<file path="config.mk">
export PLATFORM = sky130hd
export DESIGN_NAME = nibble_tx_flat
export DESIGN_NICKNAME = d
export VERILOG_FILES = /design/src/rtl/nibble_tx_if.sv /design/src/rtl/nibble_tx.sv /design/src/flat_wrapper.sv
export SDC_FILE = /design/constraint.sdc
export NUM_CORES = 1
export LEC_CHECK = 0
export CAP_MARGIN = 20
export CELL_PAD_IN_SITES_DETAIL_PLACEMENT = 2
export CELL_PAD_IN_SITES_GLOBAL_PLACEMENT = 2
export CORE_MARGIN = 2
export CORE_UTILIZATION = 38
export DETAILED_ROUTE_END_ITERATION = 10
export GPL_TIMING_DRIVEN = 1
export PLACE_DENSITY_LB_ADDON = 0.05
export SETUP_SLACK_MARGIN = 0.4
export SYNTH_ARGS = -nofsm -noshare
export SYNTH_HDL_FRONTEND = slang
export SYNTH_SLANG_ARGS = --single-unit
</file>
<file path="constraint.sdc">
create_clock -name clock -period 5.9 [get_ports clock]
set_clock_uncertainty 0.1 [all_clocks]
set_input_delay 0.59 -clock clock [delete_from_list [all_inputs] [get_ports clock]]
set_output_delay 0.59 -clock clock [all_outputs]
set_load 0.03 [all_outputs]
</file>
<file path="src/rtl/nibble_tx_if.sv">
// Nibble transmitter bus: write strobe/data toward the transmitter, serial line and FIFO status back.
// Latency: wires only, no state.
// Backpressure: none in the bus; the producer watches full/overflow and may drop writes.
interface nibble_tx_if;
   logic       wr_en;
   logic [3:0] data_in;
   logic       tx;
   logic       busy;
   logic       empty;
   logic       full;
   logic [4:0] count;
   logic       overflow;

   // Producer side (processor OUT port / testbench).
   modport master (
      output wr_en,
      output data_in,
      input  tx,
      input  busy,
      input  empty,
      input  full,
      input  count,
      input  overflow
   );

   // Transmitter side.
   modport slave (
      input  wr_en,
      input  data_in,
      output tx,
      output busy,
      output empty,
      output full,
      output count,
      output overflow
   );
endinterface

</file>
<file path="src/rtl/nibble_tx.sv">
// Nibble UART-style transmitter fed by a DEPTH x 4 FIFO; frame = start, 4 data bits LSB first, [parity], stop.
// Latency: a write lands at its edge; an idle line pops it one edge later and tx drops that same edge.
// Backpressure: writes while full are dropped (sticky overflow) unless the FSM pops on the same edge.
// Optional even-parity bit: define NIBBLE_TX_PARITY_EN.
module nibble_tx #(
   parameter int CLKS_PER_BIT = 16,
   parameter int DEPTH        = 8
) (
   input  logic       clock,
   input  logic       reset,
   nibble_tx_if.slave bus
);

   localparam int              PW       = (DEPTH > 1) ? $clog2(DEPTH) : 1;
   localparam logic [7:0]      BIT_LAST = 8'(CLKS_PER_BIT - 1);
   localparam logic [4:0]      DEPTH_C  = 5'(DEPTH);
   localparam logic [PW-1:0]   PTR_ONE  = PW'(1);

   localparam logic [2:0] S_IDLE   = 3'd0;
   localparam logic [2:0] S_START  = 3'd1;
   localparam logic [2:0] S_DATA   = 3'd2;
`ifdef NIBBLE_TX_PARITY_EN
   localparam logic [2:0] S_PARITY = 3'd3;
`endif
   localparam logic [2:0] S_STOP   = 3'd4;

   // FIFO storage and bookkeeping
   logic [3:0]    r_mem [DEPTH];
   logic [PW-1:0] r_wr_ptr;
   logic [PW-1:0] r_rd_ptr;
   logic [4:0]    r_count;
   logic          r_overflow;

   // Serializer state
   logic [2:0]    r_state;
   logic          r_tx;
   logic          r_busy;
   logic [7:0]    r_bit_cnt;
   logic [1:0]    r_idx;
   logic [3:0]    r_shift;

   logic          w_empty;
   logic          w_full;
   logic          w_pop;
   logic          w_push;
   logic          w_bit_done;

   // Status comes straight from the registered occupancy count.
   assign w_empty    = (r_count == 5'd0);
   assign w_full     = (r_count == DEPTH_C);

   // The only consumer is the FSM, and it only pops from IDLE.
   assign w_pop      = (r_state == S_IDLE) && !w_empty;

   // A pop on the same edge frees the slot, so a write to a full FIFO still lands.
   assign w_push     = bus.wr_en && (!w_full || w_pop);

   assign w_bit_done = (r_bit_cnt == 8'd0);

   assign bus.tx       = r_tx;
   assign bus.busy     = r_busy;
   assign bus.empty    = w_empty;
   assign bus.full     = w_full;
   assign bus.count    = r_count;
   assign bus.overflow = r_overflow;

   // FIFO data array; contents are don't-care until written, so no reset here.
   always_ff @(posedge clock) begin
      if (w_push) begin
         r_mem[r_wr_ptr] <= bus.data_in;
      end
   end

   // FIFO pointers, occupancy and sticky overflow flag.
   always_ff @(posedge clock or posedge reset) begin
      if (reset) begin
         r_wr_ptr   <= '0;
         r_rd_ptr   <= '0;
         r_count    <= 5'd0;
         r_overflow <= 1'b0;
      end else begin
         if (w_push) begin
            r_wr_ptr <= r_wr_ptr + PTR_ONE;
         end
         if (w_pop) begin
            r_rd_ptr <= r_rd_ptr + PTR_ONE;
         end
         case ({w_push, w_pop})
            2'b10:   r_count <= r_count + 5'd1;
            2'b01:   r_count <= r_count - 5'd1;
            default: r_count <= r_count;
         endcase
         if (bus.wr_en && !w_push) begin
            r_overflow <= 1'b1;
         end
      end
   end

   // Frame FSM: every state holds tx for CLKS_PER_BIT cycles using a down-counter reloaded on each bit change.
   always_ff @(posedge clock or posedge reset) begin
      if (reset) begin
         r_state   <= S_IDLE;
         r_tx      <= 1'b1;
         r_busy    <= 1'b0;
         r_bit_cnt <= 8'd0;
         r_idx     <= 2'd0;
         r_shift   <= 4'd0;
      end else begin
         case (r_state)
            S_IDLE: begin
               r_tx   <= 1'b1;
               r_busy <= 1'b0;
               if (w_pop) begin
                  r_state   <= S_START;
                  r_tx      <= 1'b0;
                  r_busy    <= 1'b1;
                  r_bit_cnt <= BIT_LAST;
                  r_shift   <= r_mem[r_rd_ptr];
               end
            end

            S_START: begin
               if (w_bit_done) begin
                  r_state   <= S_DATA;
                  r_tx      <= r_shift[0];
                  r_idx     <= 2'd0;
                  r_bit_cnt <= BIT_LAST;
               end else begin
                  r_bit_cnt <= r_bit_cnt - 8'd1;
               end
            end

            S_DATA: begin
               if (w_bit_done) begin
                  r_bit_cnt <= BIT_LAST;
                  if (r_idx == 2'd3) begin
`ifdef NIBBLE_TX_PARITY_EN
                     r_state <= S_PARITY;
                     r_tx    <= ^r_shift;
`else
                     r_state <= S_STOP;
                     r_tx    <= 1'b1;
`endif
                  end else begin
                     r_idx <= r_idx + 2'd1;
                     r_tx  <= r_shift[r_idx + 2'd1];
                  end
               end else begin
                  r_bit_cnt <= r_bit_cnt - 8'd1;
               end
            end

`ifdef NIBBLE_TX_PARITY_EN
            S_PARITY: begin
               if (w_bit_done) begin
                  r_state   <= S_STOP;
                  r_tx      <= 1'b1;
                  r_bit_cnt <= BIT_LAST;
               end else begin
                  r_bit_cnt <= r_bit_cnt - 8'd1;
               end
            end
`endif

            S_STOP: begin
               // Always return through IDLE, even with data waiting: that IDLE cycle is the inter-frame gap.
               if (w_bit_done) begin
                  r_state <= S_IDLE;
                  r_tx    <= 1'b1;
                  r_busy  <= 1'b0;
               end else begin
                  r_bit_cnt <= r_bit_cnt - 8'd1;
               end
            end

            default: begin
               r_state   <= S_IDLE;
               r_tx      <= 1'b1;
               r_busy    <= 1'b0;
               r_bit_cnt <= 8'd0;
            end
         endcase
      end
   end

endmodule

</file>
<file path="src/flat_wrapper.sv">
// flat-port wrapper written by rule: the top's interface ports become plain ports
module nibble_tx_flat 
#(
   parameter int CLKS_PER_BIT = 16,
   parameter int DEPTH        = 8
)
  (clock, reset, bus_wr_en, bus_data_in, bus_tx, bus_busy, bus_empty, bus_full, bus_count, bus_overflow);
  nibble_tx_if bus_i ();
  input  logic clock;
  input  logic reset;
  input wire logic [$bits(bus_i.wr_en)-1:0] bus_wr_en;
  input wire logic [$bits(bus_i.data_in)-1:0] bus_data_in;
  output wire logic [$bits(bus_i.tx)-1:0] bus_tx;
  output wire logic [$bits(bus_i.busy)-1:0] bus_busy;
  output wire logic [$bits(bus_i.empty)-1:0] bus_empty;
  output wire logic [$bits(bus_i.full)-1:0] bus_full;
  output wire logic [$bits(bus_i.count)-1:0] bus_count;
  output wire logic [$bits(bus_i.overflow)-1:0] bus_overflow;
  assign bus_i.wr_en = bus_wr_en;
  assign bus_i.data_in = bus_data_in;
  assign bus_tx = bus_i.tx;
  assign bus_busy = bus_i.busy;
  assign bus_empty = bus_i.empty;
  assign bus_full = bus_i.full;
  assign bus_count = bus_i.count;
  assign bus_overflow = bus_i.overflow;
  nibble_tx #(.CLKS_PER_BIT(CLKS_PER_BIT), .DEPTH(DEPTH)) u_core (.clock(clock), .reset(reset), .bus(bus_i));
endmodule
</file>
# After elaboration in Yosys (flattened, before gate mapping)

Memory sizes are Yosys's and may differ from the RTL's. A register that Yosys moved wholly into a read port is not among the register bits.
Cells that the tools add are included.

Reduce and logical (&&, ||, !) cells: 19
$lt $le $gt $ge: 1
Add/subtract/negate cells: 6
Bitwise logic cells: 1
Muxes and demuxes: 28
Equality and inequality tests: 14

Operator list:

| kind                | count |
|---|---|
| $mux 8              | 3 |
| $pmux 8 s3          | 1 |
| $mux 3              | 5 |
| $pmux 3 s4          | 1 |
| $mux 1              | 10 |
| $ne 2x1->1 const B  | 5 |
| $pmux 5 s2          | 1 |
| $logic_not 8->1     | 1 |
| $sub 8x1->8 const B | 1 |
| $add 3x1->3 const B | 2 |
| $mux 2              | 3 |
| $reduce_and 2->1    | 3 |
| $add 5x1->5 const B | 1 |
| $eq 5x4->1 const B  | 1 |
| $logic_not 5->1     | 1 |
| $reduce_and 5->1    | 1 |
| $sub 5x1->5 const B | 1 |
| $eq 2x2->1 const B  | 2 |
| $ne 2x2->1 const B  | 2 |
| $pmux 1 s4          | 1 |
| $pmux 2 s2          | 1 |
| $reduce_and 4->1    | 1 |
| $reduce_bool 2->1   | 2 |
| $eq 3x1->1 const B  | 1 |
| 14 further kinds    | 18 |

Register bits after elaboration: 27
Word-level logic and storage cells: 79
Memories kept: 1
Bits of input ports: 7
RAM bits: 32

Memories:

| name         | words | bits a word | rd ports | clocked after memory_dff | wr ports | RTL line        | source |
|---|---|---|---|---|---|---|---|
| u_core.r_mem | 8     | 4           | 1        | 1                        | 1        | nibble_tx.sv:28 | `logic [3:0] r_mem [DEPTH];` |

# Longest topological paths before layout

Word-level depth: 7
Mapped depth: 9
Mapped depth without buffers: 8

# Worst setup path after synthesis

OpenSTA, ideal clock, no wires.

Kind: register to register
Start: register u_core.r_count[4] (netlist: u_core.bus.count[4])
End: register u_core.r_count[4] (netlist: u_core.bus.count[4])
Data required time: 5.729 ns
Stages on the path, launching flop included: 10
Period minus slack after synthesis: 3.085 ns
Arrival time: 2.914 ns
Slack: 2.815 ns
Cells stage by stage: dfrtp_1 or4_1 buf_6 o211ai_2 inv_1 ha_1 nor2b_1 o21a_1 or4_2 nand4_1

Word-level cells in the longest chain between the ends: 7
Elaborated cells between the ends (all ways): 13

RTL lines:

| item                                                   | RTL line        | source |
|---|---|---|
| from (decl)                                            | nibble_tx.sv:31 | `logic [4:0] r_count;` |
| from (signal assigned)                                 | nibble_tx.sv:89 | `2'b10: r_count <= r_count + 5'd1;` |
| from (signal assigned)                                 | nibble_tx.sv:90 | `2'b01: r_count <= r_count - 5'd1;` |
| from (signal assigned)                                 | nibble_tx.sv:91 | `default: r_count <= r_count;` |
| $logic_not 5->1                                        | nibble_tx.sv:49 | `assign w_empty = (r_count == 5'd0);` |
| $logic_not 1->1                                        | nibble_tx.sv:53 | `assign w_pop = (r_state == S_IDLE) && !w_empty;` |
| $logic_and 1x1->1                                      | nibble_tx.sv:53 |  |
| $logic_or 1x1->1                                       | nibble_tx.sv:56 | `assign w_push = bus.wr_en && (!w_full \|\| w_pop);` |
| $logic_and 1x1->1                                      | nibble_tx.sv:56 |  |
| $eq 2x1->1 / $eq 2x2->1 (equally long branches)        | nibble_tx.sv:88 | `case ({w_push, w_pop})` |
| $pmux 5 s2 / $reduce_bool 2->1 (equally long branches) | n/a             |  |

Several ways; a longest one is shown, not always the timed one.
A chain may end at the register's enable or synchronous reset.

# Worst setup path in the final report

Start: register u_core.r_state[0]
End: register u_core.r_count[4] (netlist: u_core.bus.count[4])

Word-level cells in the longest chain between the ends: 6
Elaborated cells between the ends (all ways): 8

RTL lines:

| item                                                   | RTL line         | source |
|---|---|---|
| from (decl)                                            | nibble_tx.sv:35  | `logic [2:0] r_state;` |
| from (signal assigned)                                 | nibble_tx.sv:102 | `r_state <= S_IDLE;` |
| from (signal assigned)                                 | nibble_tx.sv:114 | `r_state <= S_START;` |
| from (signal assigned)                                 | nibble_tx.sv:124 | `r_state <= S_DATA;` |
| $logic_not 3->1 *                                      | nibble_tx.sv:53  |  |
| $logic_and 1x1->1 *                                    | nibble_tx.sv:53  |  |
| $logic_or 1x1->1                                       | nibble_tx.sv:56  |  |
| $logic_and 1x1->1                                      | nibble_tx.sv:56  |  |
| $eq 2x1->1 / $eq 2x2->1 (equally long branches)        | nibble_tx.sv:88  |  |
| $pmux 5 s2 / $reduce_bool 2->1 (equally long branches) | n/a              |  |

Mark *: on every way between the ends. The rest lies on a longest branch, timed or not.

==> results.md <==
- Mean Syn Cell Area: 12.0 um^2
- Final hold vios: 0
- Synth area leaders: edfxtp_1 30%, dfrtp_1 23%, mux4_2 6.3%
- Clk slew on worst S/H paths: 0.08 ns
- Worst setup SP type: register
- Clock latency on the worst-skew pair: 0.34 ns
- GRT Total Usage: 19.6%
- Setup CP Type: register to register
- Largest net degree at the start of global routing: 32
- WL met3: 128 um
- Slowest CP cell: dfrtp_1
- Sink Count: 63
- Synthesized cell area: 3220 um^2
- CTS tree: done
- Required time worst endpoint: 6.07 ns
- Crit end category: register
- Delay-heaviest family, CP: simple AND/OR/NAND/NOR gates
- Total gr overflow: 0
- Leakage: 1.33 nW
- Achievable Freq: 0.303 GHz
- Clk buf depth: 2
- IO Pins: 17
- Critical path buffers and inverters: 1
- Die X: 96.1 um
- Hold_buf cts: 0
- Post-CTS Setup Bufs: 0
- Via/cell ratio: 5.70
- Worst setup margin: 2.60 ns
- Max_slew headroom: 36.0%
- Top layer in use: met4
- Post-synthesis cell count: 268
- Final Core Density: 44.3%
- Dpl hpwl: 5.79 mm
- Tcrit/Tclk final: 55.9%
- Synth cell types: 63
- Crit path DAT: 3.47 ns
- Area growth, synth to finish: 13.0%
- # DRC: 0
- Initial antenna violation count: 0
- Status: finished, final reports clean
- Post-synth top area cell: edfxtp_1
- Met2 Wirelength: 4.02 mm
- Port Buf Inserts: 16
- Final setup vio count: 0
- Final GP Congestion: 0.747
- DRT iter0 DRCs: 60
- CTS-repair resized insts: 0
- Syn Nets: 283
- Post-DRT Antenna Nets: 0
- Critical-path maximum fanout: 22
- Synth Flop Type: edfxtp_1
- Die Height: 96.1 um
- Post-synth top cells: 32 x edfxtp_1, 30 x dfrtp_1, 20 x nand2_1
- CP cell instances: nor3_1, o211ai_2, inv_1, ha_1, nor2b_1, o21a_1, or4_2, nand4_1
- M1 WL: 3.69 mm
- CTS H-tree depth: 3
- Die ar.: 9230 um^2
- CTS Root Cell: clkbuf_8
- Post-synthesis register bit count: 63
- Class of the worst hold path: register to register
- Max cap viols: 0
- First drt pass iteration count: 4
- Final setup TNS: 0 ns
- Sequential fraction of the synthesis area: 53.9%
- Minimum clock period: 3.30 ns
- Avg WL per Cell: 20.4 um
- Most instantiated library cell after synthesis: edfxtp_1
- Power per cell area: 341 nW/um^2
- Routed Wire Length: 8.00 mm
- Cts bufs inserted: 9
- Starting Density: 39.2%
- Place WS: 2.61 ns
- Fin. max-slew vios: 0
- Yosys warns: 0
- Max rail drop VDD: 0.198 mV
- Ratio of cells with drive above 1 in the final layout: 13.6%
- Async SR Flop Fraction: 49.2%
- EDFF count, synth: 32
- Post-layout net count: 297
- Antenna diode count: 0
- CP max stage delay: 0.64 ns
- Via Count: 2235
- Synth top area share: 29.8%
- Vias in the first global route: 2506
- First-pass GRT wire length: 13.4 mm
- FP Rows: 33
- Core ar.: 8220 um^2
- RSZ-0062 raised after global routing: false
- Worst-margin pin slew: 0.951 ns
==> stage by stage <==
step / cell area, um^2 / instances / hold slack, ns / power [mW]
floorplan: 3220 / 268 / 0.345 / 0.795
global placement: 3460 / 376 / 0.353 / 0.893
detailed placement: 3460 / 376 / 0.356 / 0.905
CTS: 3640 / 392 / 0.375 / 1.26
global route: 3640 / 392 / 0.404 / 1.32
finish: 3640 / 392 / 0.371 / 1.24
==> final timing paths <==
| path | start | endpoint | slack [ns] | depth (start not counted) |
|---|---|---|---|---|
| setup / recovery | u_core.r_state[0] | u_core.bus.count[4] | 2.60 | 8 |
| min in group asynchronous | reset | u_core.r_bit_cnt[4] | 0.55 | 3 |
| max in group asynchronous | reset | u_core.bus.tx | 4.80 | 3 |
| hold reg to reg | u_core.bus.overflow | u_core.bus.overflow | 0.37 | 1 |
| hold / removal | u_core.bus.overflow | u_core.bus.overflow | 0.37 | 1 |
| setup reg to reg | u_core.r_state[0] | u_core.bus.count[4] | 2.60 | 8 |
==> cell families after synthesis <==
logic type                 after synthesis  share of synthesized area (%)
adders and majority gates                8                           3.34
DFF                                     63                           53.9
buffers and inverters                   27                           3.61
muxes                                   18                           9.24
xor gates and xnor gates                 9                           2.45
AOI/OAI and AO/OA                       64                           14.4
and+or+nand+nor                         79                           13.0
==> flip-flops by register name, summed over array words and instances (netlist names) <==
signal	cells
u_core.bus.busy	1
u_core.bus.count	5
u_core.bus.overflow	1
u_core.bus.tx	1
u_core.r_bit_cnt	8
u_core.r_idx	2
u_core.r_mem	32
u_core.r_rd_ptr	3
u_core.r_shift	4
u_core.r_state	3
u_core.r_wr_ptr	3
==> cell type report <==
cell class | count | area (um^2)
inverters | 11 | 41.3
well taps | 105 | 131
flip-flops and latches | 63 | 1740
clock buffers | 9 | 124
multi-input cells | 178 | 1370
clock inverters | 7 | 56.3
fillers | 831 | 4580
repair buffers | 19 | 183
==> power by group <==
part	internal [mW]	switching (mW)	leakage [nW]	total, mW
logic	0.127	0.174	0.594	0.302
registers	0.529	0.0588	0.649	0.588
clock network	0.157	0.195	0.0906	0.352
total	0.814	0.428	1.33	1.24
==> cell usage in the layout, fill, tap and decap left out, types with 4 or more instances in the layout <==
master           count
or3_1                5
mux4_2               9
clkdlybuf4s50_1     16
o22ai_1              4
nor2_1              14
nand2_1             20
inv_1               11
dfrtp_1             30
clkbuf_8             9
ha_1                 7
nor4_1               4
xnor2_1              7
or4_1                4
nor2b_1              4
mux2i_1              8
a21oi_1              8
edfxtp_1            32
o21ai_0             16
nor3_1              14
==> layer usage <==
layer | global-route usage, % | up-vias
met3 | 3.60 | 10
met5 | 0 | -
met4 | 7.74 | 0
met1 | 25.6 | 1161
met2 | 32.1 | 18
li1 | - | 1046
Power figures use the tool's default switching activity.
